File: src/rtl/i2c_pkg.sv
// Shared types and codes for the I2C bus arbiter: FSM states, response status, command payload.
package i2c_pkg;

    localparam int unsigned ADDR_W = 7;
    localparam int unsigned DATA_W = 8;

    typedef enum logic [2:0] {
        IDLE      = 3'd0,
        ISSUE     = 3'd1,
        WAIT_BUSY = 3'd2,
        WAIT_DONE = 3'd3,
        RESP      = 3'd4
    } arb_state_t;

    localparam logic [1:0] ERR_NONE    = 2'd0;
    localparam logic [1:0] ERR_NACK    = 2'd1;
    localparam logic [1:0] ERR_TIMEOUT = 2'd2;

    localparam logic OP_READ  = 1'b1;
    localparam logic OP_WRITE = 1'b0;

    // Command latched at grant time and presented to the master until the next grant.
    typedef struct packed {
        logic              op;
        logic [ADDR_W-1:0] addr;
        logic [DATA_W-1:0] wdata;
    } i2c_cmd_t;

endpackage

File: src/rtl/i2c_bus_arbiter_rr_pick.sv
// Combinational round-robin picker: first set request at or after ptr, searching cyclically.
module rr_pick #(
    parameter int unsigned NREQ = 4
) (
    input  logic [NREQ-1:0]         req,
    input  logic [$clog2(NREQ)-1:0] ptr,
    output logic [NREQ-1:0]         gnt,
    output logic [$clog2(NREQ)-1:0] idx
);

    localparam int unsigned IW = $clog2(NREQ);

    logic [IW:0]   pos;
    logic [IW-1:0] slot;
    logic          found;

    always_comb begin
        gnt   = '0;
        idx   = '0;
        pos   = '0;
        slot  = '0;
        found = 1'b0;
        for (int unsigned k = 0; k < NREQ; k++) begin
            pos = {1'b0, ptr} + (IW+1)'(k);
            if (pos >= (IW+1)'(NREQ)) begin
                pos = pos - (IW+1)'(NREQ);
            end
            slot = pos[IW-1:0];
            if (!found && req[slot]) begin
                found     = 1'b1;
                gnt[slot] = 1'b1;
                idx       = slot;
            end
        end
    end

endmodule

File: src/rtl/i2c_bus_arbiter.sv
// Round-robin arbiter that shares one I2C master engine between NREQ requesters,
// issuing one transaction at a time and supervising it with a timeout.
module i2c_bus_arbiter
    import i2c_pkg::*;
#(
    parameter int unsigned NREQ    = 4,
    parameter int unsigned TIMEOUT = 100000
) (
    input  logic                    clk,
    input  logic                    rst,
    input  logic [NREQ-1:0]         req,
    input  logic [NREQ-1:0]         req_op,
    input  logic [NREQ*7-1:0]       req_addr,
    input  logic [NREQ*8-1:0]       req_wdata,
    output logic [NREQ-1:0]         gnt,
    output logic                    rsp_valid,
    output logic [$clog2(NREQ)-1:0] rsp_id,
    output logic [7:0]              rsp_rdata,
    output logic [1:0]              rsp_err,
    output logic                    m_newd,
    output logic                    m_op,
    output logic [6:0]              m_addr,
    output logic [7:0]              m_din,
    input  logic                    m_busy,
    input  logic                    m_done,
    input  logic [7:0]              m_dout,
    input  logic                    m_ack_err
);

    localparam int unsigned IW = $clog2(NREQ);
    localparam int unsigned CW = $clog2(TIMEOUT) + 1;

    arb_state_t        state, state_d;
    logic [IW-1:0]     ptr, ptr_d;
    logic [IW-1:0]     gidx, gidx_d;
    logic [CW-1:0]     cnt, cnt_d;
    logic [NREQ-1:0]   gnt_d;
    i2c_cmd_t          cmd, cmd_d;
    logic              newd_d;
    logic              rsp_valid_d;
    logic [IW-1:0]     rsp_id_d;
    logic [7:0]        rsp_rdata_d;
    logic [1:0]        rsp_err_d;
    logic              expire;

    logic [NREQ-1:0]   pick_gnt;
    logic [IW-1:0]     pick_idx;

    rr_pick #(.NREQ(NREQ)) u_pick (
        .req (req),
        .ptr (ptr),
        .gnt (pick_gnt),
        .idx (pick_idx)
    );

    // State and output registers; reset clears every output immediately.
    always_ff @(posedge clk or negedge rst) begin
        if (!rst) begin
            state     <= IDLE;
            ptr       <= '0;
            gidx      <= '0;
            cnt       <= '0;
            gnt       <= '0;
            cmd       <= '0;
            m_newd    <= 1'b0;
            rsp_valid <= 1'b0;
            rsp_id    <= '0;
            rsp_rdata <= '0;
            rsp_err   <= ERR_NONE;
        end else begin
            state     <= state_d;
            ptr       <= ptr_d;
            gidx      <= gidx_d;
            cnt       <= cnt_d;
            gnt       <= gnt_d;
            cmd       <= cmd_d;
            m_newd    <= newd_d;
            rsp_valid <= rsp_valid_d;
            rsp_id    <= rsp_id_d;
            rsp_rdata <= rsp_rdata_d;
            rsp_err   <= rsp_err_d;
        end
    end

    // Next-state and next-output logic.
    always_comb begin
        state_d     = state;
        ptr_d       = ptr;
        gidx_d      = gidx;
        cnt_d       = cnt;
        gnt_d       = gnt;
        cmd_d       = cmd;
        newd_d      = 1'b0;
        rsp_valid_d = 1'b0;
        rsp_id_d    = rsp_id;
        rsp_rdata_d = rsp_rdata;
        rsp_err_d   = rsp_err;
        expire      = (cnt == CW'(TIMEOUT - 1));

        case (state)
            IDLE: begin
                if (|req) begin
                    gnt_d       = pick_gnt;
                    gidx_d      = pick_idx;
                    cmd_d.op    = req_op[pick_idx];
                    cmd_d.addr  = req_addr[ADDR_W*pick_idx +: ADDR_W];
                    cmd_d.wdata = req_wdata[DATA_W*pick_idx +: DATA_W];
                    state_d     = ISSUE;
                end
            end
            ISSUE: begin
                newd_d  = 1'b1;
                cnt_d   = '0;
                state_d = WAIT_BUSY;
            end
            WAIT_BUSY, WAIT_DONE: begin
                if (cnt != '1) begin
                    cnt_d = cnt + CW'(1);
                end
                // A completion in the expiry cycle still counts as success.
                if (m_done) begin
                    rsp_rdata_d = (cmd.op == OP_READ) ? m_dout : 8'h00;
                    rsp_err_d   = m_ack_err ? ERR_NACK : ERR_NONE;
                    state_d     = RESP;
                end else if (expire) begin
                    rsp_rdata_d = 8'h00;
                    rsp_err_d   = ERR_TIMEOUT;
                    state_d     = RESP;
                end else if (state == WAIT_BUSY && m_busy) begin
                    state_d = WAIT_DONE;
                end
            end
            RESP: begin
                rsp_valid_d = 1'b1;
                rsp_id_d    = gidx;
                gnt_d       = '0;
                ptr_d       = (gidx == IW'(NREQ - 1)) ? '0 : gidx + IW'(1);
                state_d     = IDLE;
            end
            default: begin
                state_d = IDLE;
            end
        endcase
    end

    assign m_op   = cmd.op;
    assign m_addr = cmd.addr;
    assign m_din  = cmd.wdata;

endmodule

File: config.mk
export PLATFORM = sky130hd
export DESIGN_NAME = i2c_bus_arbiter
export DESIGN_NICKNAME = d
export VERILOG_FILES = /design/src/rtl/i2c_pkg.sv /design/src/rtl/i2c_bus_arbiter_rr_pick.sv /design/src/rtl/i2c_bus_arbiter.sv
export SDC_FILE = /design/constraint.sdc
export NUM_CORES = 1
export LEC_CHECK = 0
export ABC_AREA = 0
export CAP_MARGIN = 20
export CORE_ASPECT_RATIO = 0.75
export CORE_UTILIZATION = 50
export DETAILED_ROUTE_END_ITERATION = 6
export PLACE_DENSITY = 0.85
export SYNTH_ARGS = -nofsm -noshare
export SYNTH_HDL_FRONTEND = slang
export SYNTH_SLANG_ARGS = --single-unit
File: constraint.sdc
create_clock -name clk -period 4.4 [get_ports clk]
set_input_delay 0.88 -clock clk [delete_from_list [all_inputs] [get_ports clk]]
set_output_delay 0.88 -clock clk [all_outputs]
set_load 0.02 [all_outputs]
==> results of run 1 <==
[worst max-delay path: stages (launching register included)]
cell	delay (ns)
dfrtp_1	0.73
inv_1	0.32
ha_1	0.57
nor4b_1	0.10
nand2_1	0.34
clkinv_1	0.18
o31ai_4	0.42
buf_4	0.37
mux2i_1	0.27
a211oi_1	0.10
[final cells by class]
cell class                 count  area share, %
tap                           98           2.41
clock inverter                 4           1.45
clock buffer                  11           2.97
timing repair buffer         117           22.7
multi-input combinational    282           41.0
sequential                    59           29.0
inverter                       6          0.467
[worst min path at each step]
| stage | start | to |
|---|---|---|
| after floorplan | cnt[16] | cnt[16] |
| after global placement | rsp_rdata[1] | rsp_rdata[1] |
| after detailed placement | rsp_rdata[6] | rsp_rdata[6] |
| after CTS | rsp_rdata[6] | rsp_rdata[6] |
| after global routing | rsp_rdata[1] | rsp_rdata[1] |
| final | rsp_rdata[4] | rsp_rdata[4] |
[per-stage QoR]
stage                     power, uW  setup WS (ns)  utilization [%]
after floorplan                2220           1.74                -
after global placement         2710          0.964             69.6
after detailed placement       2780          0.837             69.6
after CTS                      3350          0.875             72.8
after global routing           3550          0.601             72.8
final                          3350          0.836             72.8
[cells in the final DEF, fill, tap and decap left out, types with 6 or more instances in the layout]
cell             count
clkdlybuf4s50_1    113
dfrtp_1             59
nand2_1             41
nor2_1              37
mux2i_1             23
o21ai_0             16
nand3_1             15
xor2_1              14
a31oi_1             12
clkbuf_8            11
ha_1                10
a211oi_2             9
a211oi_1             8
o221ai_2             7
and3_1               6
[power by group through the flow]
stage	clock network, uW	logic, uW	registers [uW]
after floorplan	0	1220	998
final	570	1890	895
after detailed placement	0	1880	900
after global placement	0	1820	895
after CTS	578	1880	893
after global routing	602	2030	920
[flip-flops by register name, indices dropped and copies added (netlist names)]
register   flops
rsp_id         2
rsp_rdata      8
m_addr         7
state          3
m_newd         1
m_op           1
ptr            2
m_din          8
gnt            4
rsp_err        2
rsp_valid      1
gidx           2
cnt           18
[logic make-up (layout without fill, tap and decap cells)]
family / count (synthesis) / count (layout) / synth area share, %
adder cells (fa/ha/maj): 10 / 10 / 3.36
AO/OA/AOI/OAI: 100 / 100 / 23.4
buffers and inverters: 29 / 138 / 4.57
AND/OR/NAND/NOR: 128 / 128 / 16.9
multiplexers: 30 / 30 / 8.90
flip-flops: 59 / 59 / 39.6
XOR/XNOR: 14 / 14 / 3.29
[metal layers]
layer | part of all wire, % | global-route usage (%) | vias up
li1 | - | - | 1588
met1 | 46 | 38.9 | 1643
met2 | 45 | 41.9 | 157
met3 | 9.1 | 6.84 | 6
met4 | 0.73 | 6.38 | 0
met5 | 0 | 0 | -
==> results_dict.tcl, run 1 <==
set metrics [dict create \
    route.detailed.drc 0 \
    cts_root_buf "clkbuf_8" \
    crit_required_ns 4.59 \
    yosysWarnings 0 \
    leakage_uw 0.00213 \
    clk_latency_ns 0.35 \
    dp.cells 562 \
    min_period_ns 3.56 \
    ant_nets 0 \
    grt_pass1_wl_mm 16.4 \
    area_growth_pct 36.7 \
    pwr-share-seq_pct 26.7 \
    htree_levels 3 \
    r2r_end "m_din[0]" \
    r2r-start "ptr[0]" \
    grt_max_degree 34 \
    yosysSeqAreaShare_pct 39.6 \
    ys.flop_type "dfrtp_1" \
    initial_core_util_pct 53.3 \
    worst_pin_slew_ns 1.06 \
    synth.distinct_cells 67 \
    fillCellCount 506 \
    crit_start "ptr[0]" \
    fin_area_sq_um 5090 \
    grt_antenna_before_repair 0 \
    synthArstFlopShare_pct 100 \
    coreArea_sq_um 6990 \
    start_kind "register" \
    swShare_pct 43.7 \
    multi_input_area_sq_um 2090 \
    yosys-top-cells-count "59 x dfrtp_1, 41 x nand2_1, 37 x nor2_1" \
    rrSetupSlack_ns 0.84 \
    yosysMostFrequentCell "dfrtp_1" \
    numCtsBuffers 9 \
    cts_hold_buf 0 \
    clock_sinks 59 \
    grt_pass1_vias 3168 \
    drt-total-wl_mm 10.5 \
    cts_setup_buffers 0 \
    clk_pin_slew_ns 0.07 \
    syn_inst 370 \
    pwr-share-comb_pct 56.3 \
    hold_class "reg2reg" \
    fin_skew_ns 0.0119 \
    fin_cells 577 \
    die_h_microns 76.8 \
    ir_worst_vdd_mv 0.446 \
    synth_top_area_share_pct 39.6 \
    route.vias.total 3394 \
    clock.fmax_ghz 0.281 \
    place_hpwl_mm 7.74 \
    p_sw_uw 1460 \
    setup_violations 0 \
    drt_iter0_drc 208 \
    postPlaceCellArea_sq_um 4870 \
    wl_per_cell_microns 18.2 \
    first_pass_iters 5 \
    p_int_uw 1890 \
    rsz0062_at_grt "no" \
    drive_gt1_share_pct 11.5 \
    pwr_density_cell_nw_per_um2 658 \
    yosys.area.top_type "dfrtp_1" \
    arrival_ns 3.75 \
    ys_ff_latch 59 \
    synth_area_leaders "dfrtp_1 40%, mux2i_1 6.2%, nand2_1 4.1%" \
    whs_ns 0.493 \
    syn_nets 461 \
    routed_via_density 5.88 \
    portBuffers 114 \
    place.gp.congestion 0.818 \
    diodes 0 \
    critPathCapture "m_din[0]" \
    syn_area_per_cell_sq_um 10.1 \
    reg2reg_depth 9 \
    worstSetupPathType "reg2reg" \
    pwr-share-clk_pct 17.0 \
    fin_setup_tns_ns 0 \
    synth_edf_count 0 \
    status "complete, no violations" \
    syn-cell-area_sq_um 3730 \
    hold_viol 0 \
    ff_latch_area_sq_um 1480 \
    fin_crit_sh_pct 81.0 \
    relSlewSlack_pct 29.1 \
    cts_resized 0 \
    num_rows 26 \
    pin_count 115 \
    critPathMaxFanout 18 \
    die_area_sq_um 7800 \
    fin_nets 566 \
    die_w_microns 102 \
    grt_overflow 0 \
    tritoncts "yes" \
    cap_viol_max_count 0 \
    slew_violations 0 \
    grt_use_total_pct 27.4 \
    hold_depth 2 \
    clockBufferDepth 2 \
    endpoint_kind "register" \
]
(Power assumes the default switching activity.)
==> inputs of run 2 (changes only) <==
--- a/config.mk
+++ b/config.mk
@@ -8,9 +8,9 @@
 export ABC_AREA = 0
 export CAP_MARGIN = 20
 export CORE_ASPECT_RATIO = 0.75
-export CORE_UTILIZATION = 50
+export CORE_UTILIZATION = 47
 export DETAILED_ROUTE_END_ITERATION = 6
-export PLACE_DENSITY = 0.85
+export PLACE_DENSITY = 0.8
 export SYNTH_ARGS = -nofsm -noshare
 export SYNTH_HDL_FRONTEND = slang
 export SYNTH_SLANG_ARGS = --single-unit
==> constraint.sdc (replaced) <==
create_clock -name clk -period 3.3 [get_ports clk]
set_input_delay 0.66 -clock clk [delete_from_list [all_inputs] [get_ports clk]]
set_output_delay 0.66 -clock clk [all_outputs]
set_load 0.02 [all_outputs]
==> run 2 against run 1 <==
Clock skew is 0.0029 ns lower. Critical path depth is 1 lower. Combinational power is 44% higher. Largest cell class unchanged. Wire length decreased by 1.1%. Final area grew 2.1%. Via count up 0.80%.
==> results_dict.tcl, run 2 (synthesis results as in run 1) <==
set metrics [dict create \
    fillCellCount 583 \
    rsz0062_at_grt "no" \
    largest_reg_flops 18 \
    num_rows 27 \
    place.gp.congestion 0.909 \
    die_w_microns 105 \
    start_kind "input pin" \
    htree_levels 3 \
    hold_viol 0 \
    pwr_density_cell_nw_per_um2 888 \
    grt_use_total_pct 25.5 \
    initial_core_util_pct 49.7 \
    cts_resized 0 \
    p_sw_uw 1960 \
    worstSetupPathType "in2reg" \
    cts_hold_buf 0 \
    fin_setup_tns_ns 0 \
    min_period_ns 2.88 \
    clock_sinks 59 \
    routed_via_density 5.77 \
    cap_viol_max_count 0 \
    relSlewSlack_pct 60.7 \
    place_hpwl_mm 7.73 \
    grt_pass1_vias 3220 \
    drt_iter0_drc 234 \
    grt_overflow 0 \
    endpoint_kind "register" \
    layout_common_cells "113 x clkdlybuf4s50_1, 59 x dfrtp_1, 41 x nand2_1, 37 x nor2_1, 23 x mux2i_1" \
    fin_crit_sh_pct 87.1 \
    drt-total-wl_mm 10.4 \
    utilization_pct 69.4 \
    first_pass_iters 4 \
    slew_violations 0 \
    fin_skew_ns 0.00902 \
    critPathMaxFanout 13 \
    clockBufferDepth 2 \
    die_h_microns 79.1 \
    multi_input_area_sq_um 2090 \
    grt_max_degree 49 \
    diodes 0 \
    grt_pass1_wl_mm 16.5 \
    p_int_uw 2660 \
    drive_gt1_share_pct 13.6 \
    pin_count 115 \
    status "complete, no violations" \
    pwr-share-comb_pct 58.8 \
    ant_nets 0 \
    fin_nets 578 \
    cts_setup_buffers 0 \
    area_growth_pct 39.7 \
    wl_per_cell_microns 17.5 \
    swShare_pct 42.5 \
    cts_root_buf "clkbuf_8" \
    route.detailed.drc 0 \
    clk_pin_slew_ns 0.07 \
    ff_latch_area_sq_um 1480 \
    route.vias.total 3421 \
    pwr-share-seq_pct 24.7 \
    leakage_uw 0.00219 \
    clock.fmax_ghz 0.348 \
    setup_violations 0 \
    ir_worst_vdd_mv 0.441 \
    hold_class "in2async" \
    pwr-share-clk_pct 16.4 \
    grt_antenna_before_repair 0 \
    arrival_ns 3.12 \
    portBuffers 114 \
    numCtsBuffers 9 \
    mostFrequentLayoutCell "clkdlybuf4s50_1" \
    coreArea_sq_um 7500 \
    tritoncts "yes" \
    top_register "cnt" \
    worst_pin_slew_ns 0.590 \
    die_area_sq_um 8290 \
    clk_latency_ns 0.34 \
    crit_required_ns 3.55 \
]
==> run 2: cell count changes in the layout (fill, tap and decap cells not counted), sizes merged <==
cell	before	now
buf	4	16
clkinv	4	3
clkbuf	11	12
clkinvlp	0	1
==> run 2: area by class of cell <==
| type | instances | share of cell area, % |
|---|---|---|
| inverter | 6 | 0.457 |
| sequential | 59 | 28.4 |
| timing repair buffer | 129 | 24.2 |
| tap | 101 | 2.43 |
| clock buffer | 12 | 2.98 |
| clock inverter | 4 | 1.39 |
| multi-input combinational | 282 | 40.1 |
==> run 2: through the flow <==
stage / hold WS, ns / worst slack, ns / instance area [sq um] / power [uW] / instances
6_report: 0.194 / 0.425 / 5200 / 4620 / 593
5_1_grt: 0.205 / 0.314 / 5200 / 4900 / 593
4_1_cts: 0.193 / 0.467 / 5200 / 4630 / 593
3_5_place_dp: 0.472 / 0.124 / 4980 / 3850 / 577
3_3_place_gp: 0.465 / 0.211 / 4980 / 3780 / 577
2_1_floorplan: 0.364 / 0.645 / 3730 / 2960 / 370
==> run 2: final timing paths <==
path / startpoint / end / slack, ns / cells past startpoint
worst min-delay path: rst / m_addr[4] / 0.19 / 1
min in group clk: rsp_rdata[1] / rsp_rdata[1] / 0.48 / 2
worst max register to register: ptr[1] / m_addr[4] / 0.46 / 10
worst min register to register: rsp_rdata[1] / rsp_rdata[1] / 0.48 / 2
max in group asynchronous: rst / cnt[13] / 2.21 / 2
worst max-delay path: req[0] / m_addr[4] / 0.42 / 8
==> run 2: routing by layer <==
layer | track usage [%] | up-vias | share of wire [%]
met5 | 0 | - | 0
met4 | 5.49 | 0 | 0.99
met3 | 6.24 | 12 | 6.5
met2 | 40.5 | 125 | 46
met1 | 35.5 | 1672 | 47
li1 | - | 1612 | -
==> run 2: power by group through the flow <==
| stage | clock network [uW] | logic, uW | registers (uW) |
|---|---|---|---|
| 2_1_floorplan | 0 | 1630 | 1330 |
| 3_3_place_gp | 0 | 2640 | 1150 |
| 3_5_place_dp | 0 | 2700 | 1150 |
| 4_1_cts | 773 | 2720 | 1140 |
| 5_1_grt | 801 | 2920 | 1170 |
| 6_report | 759 | 2720 | 1140 |
==> run 2: critical path, cell delays in order <==
cell	delay, ns
clkdlybuf4s50_1	0.69
nor2b_1	0.24
a21oi_1	0.10
a21o_1	0.22
o31ai_4	0.47
buf_4	0.35
mux2i_1	0.13
a211oi_1	0.26
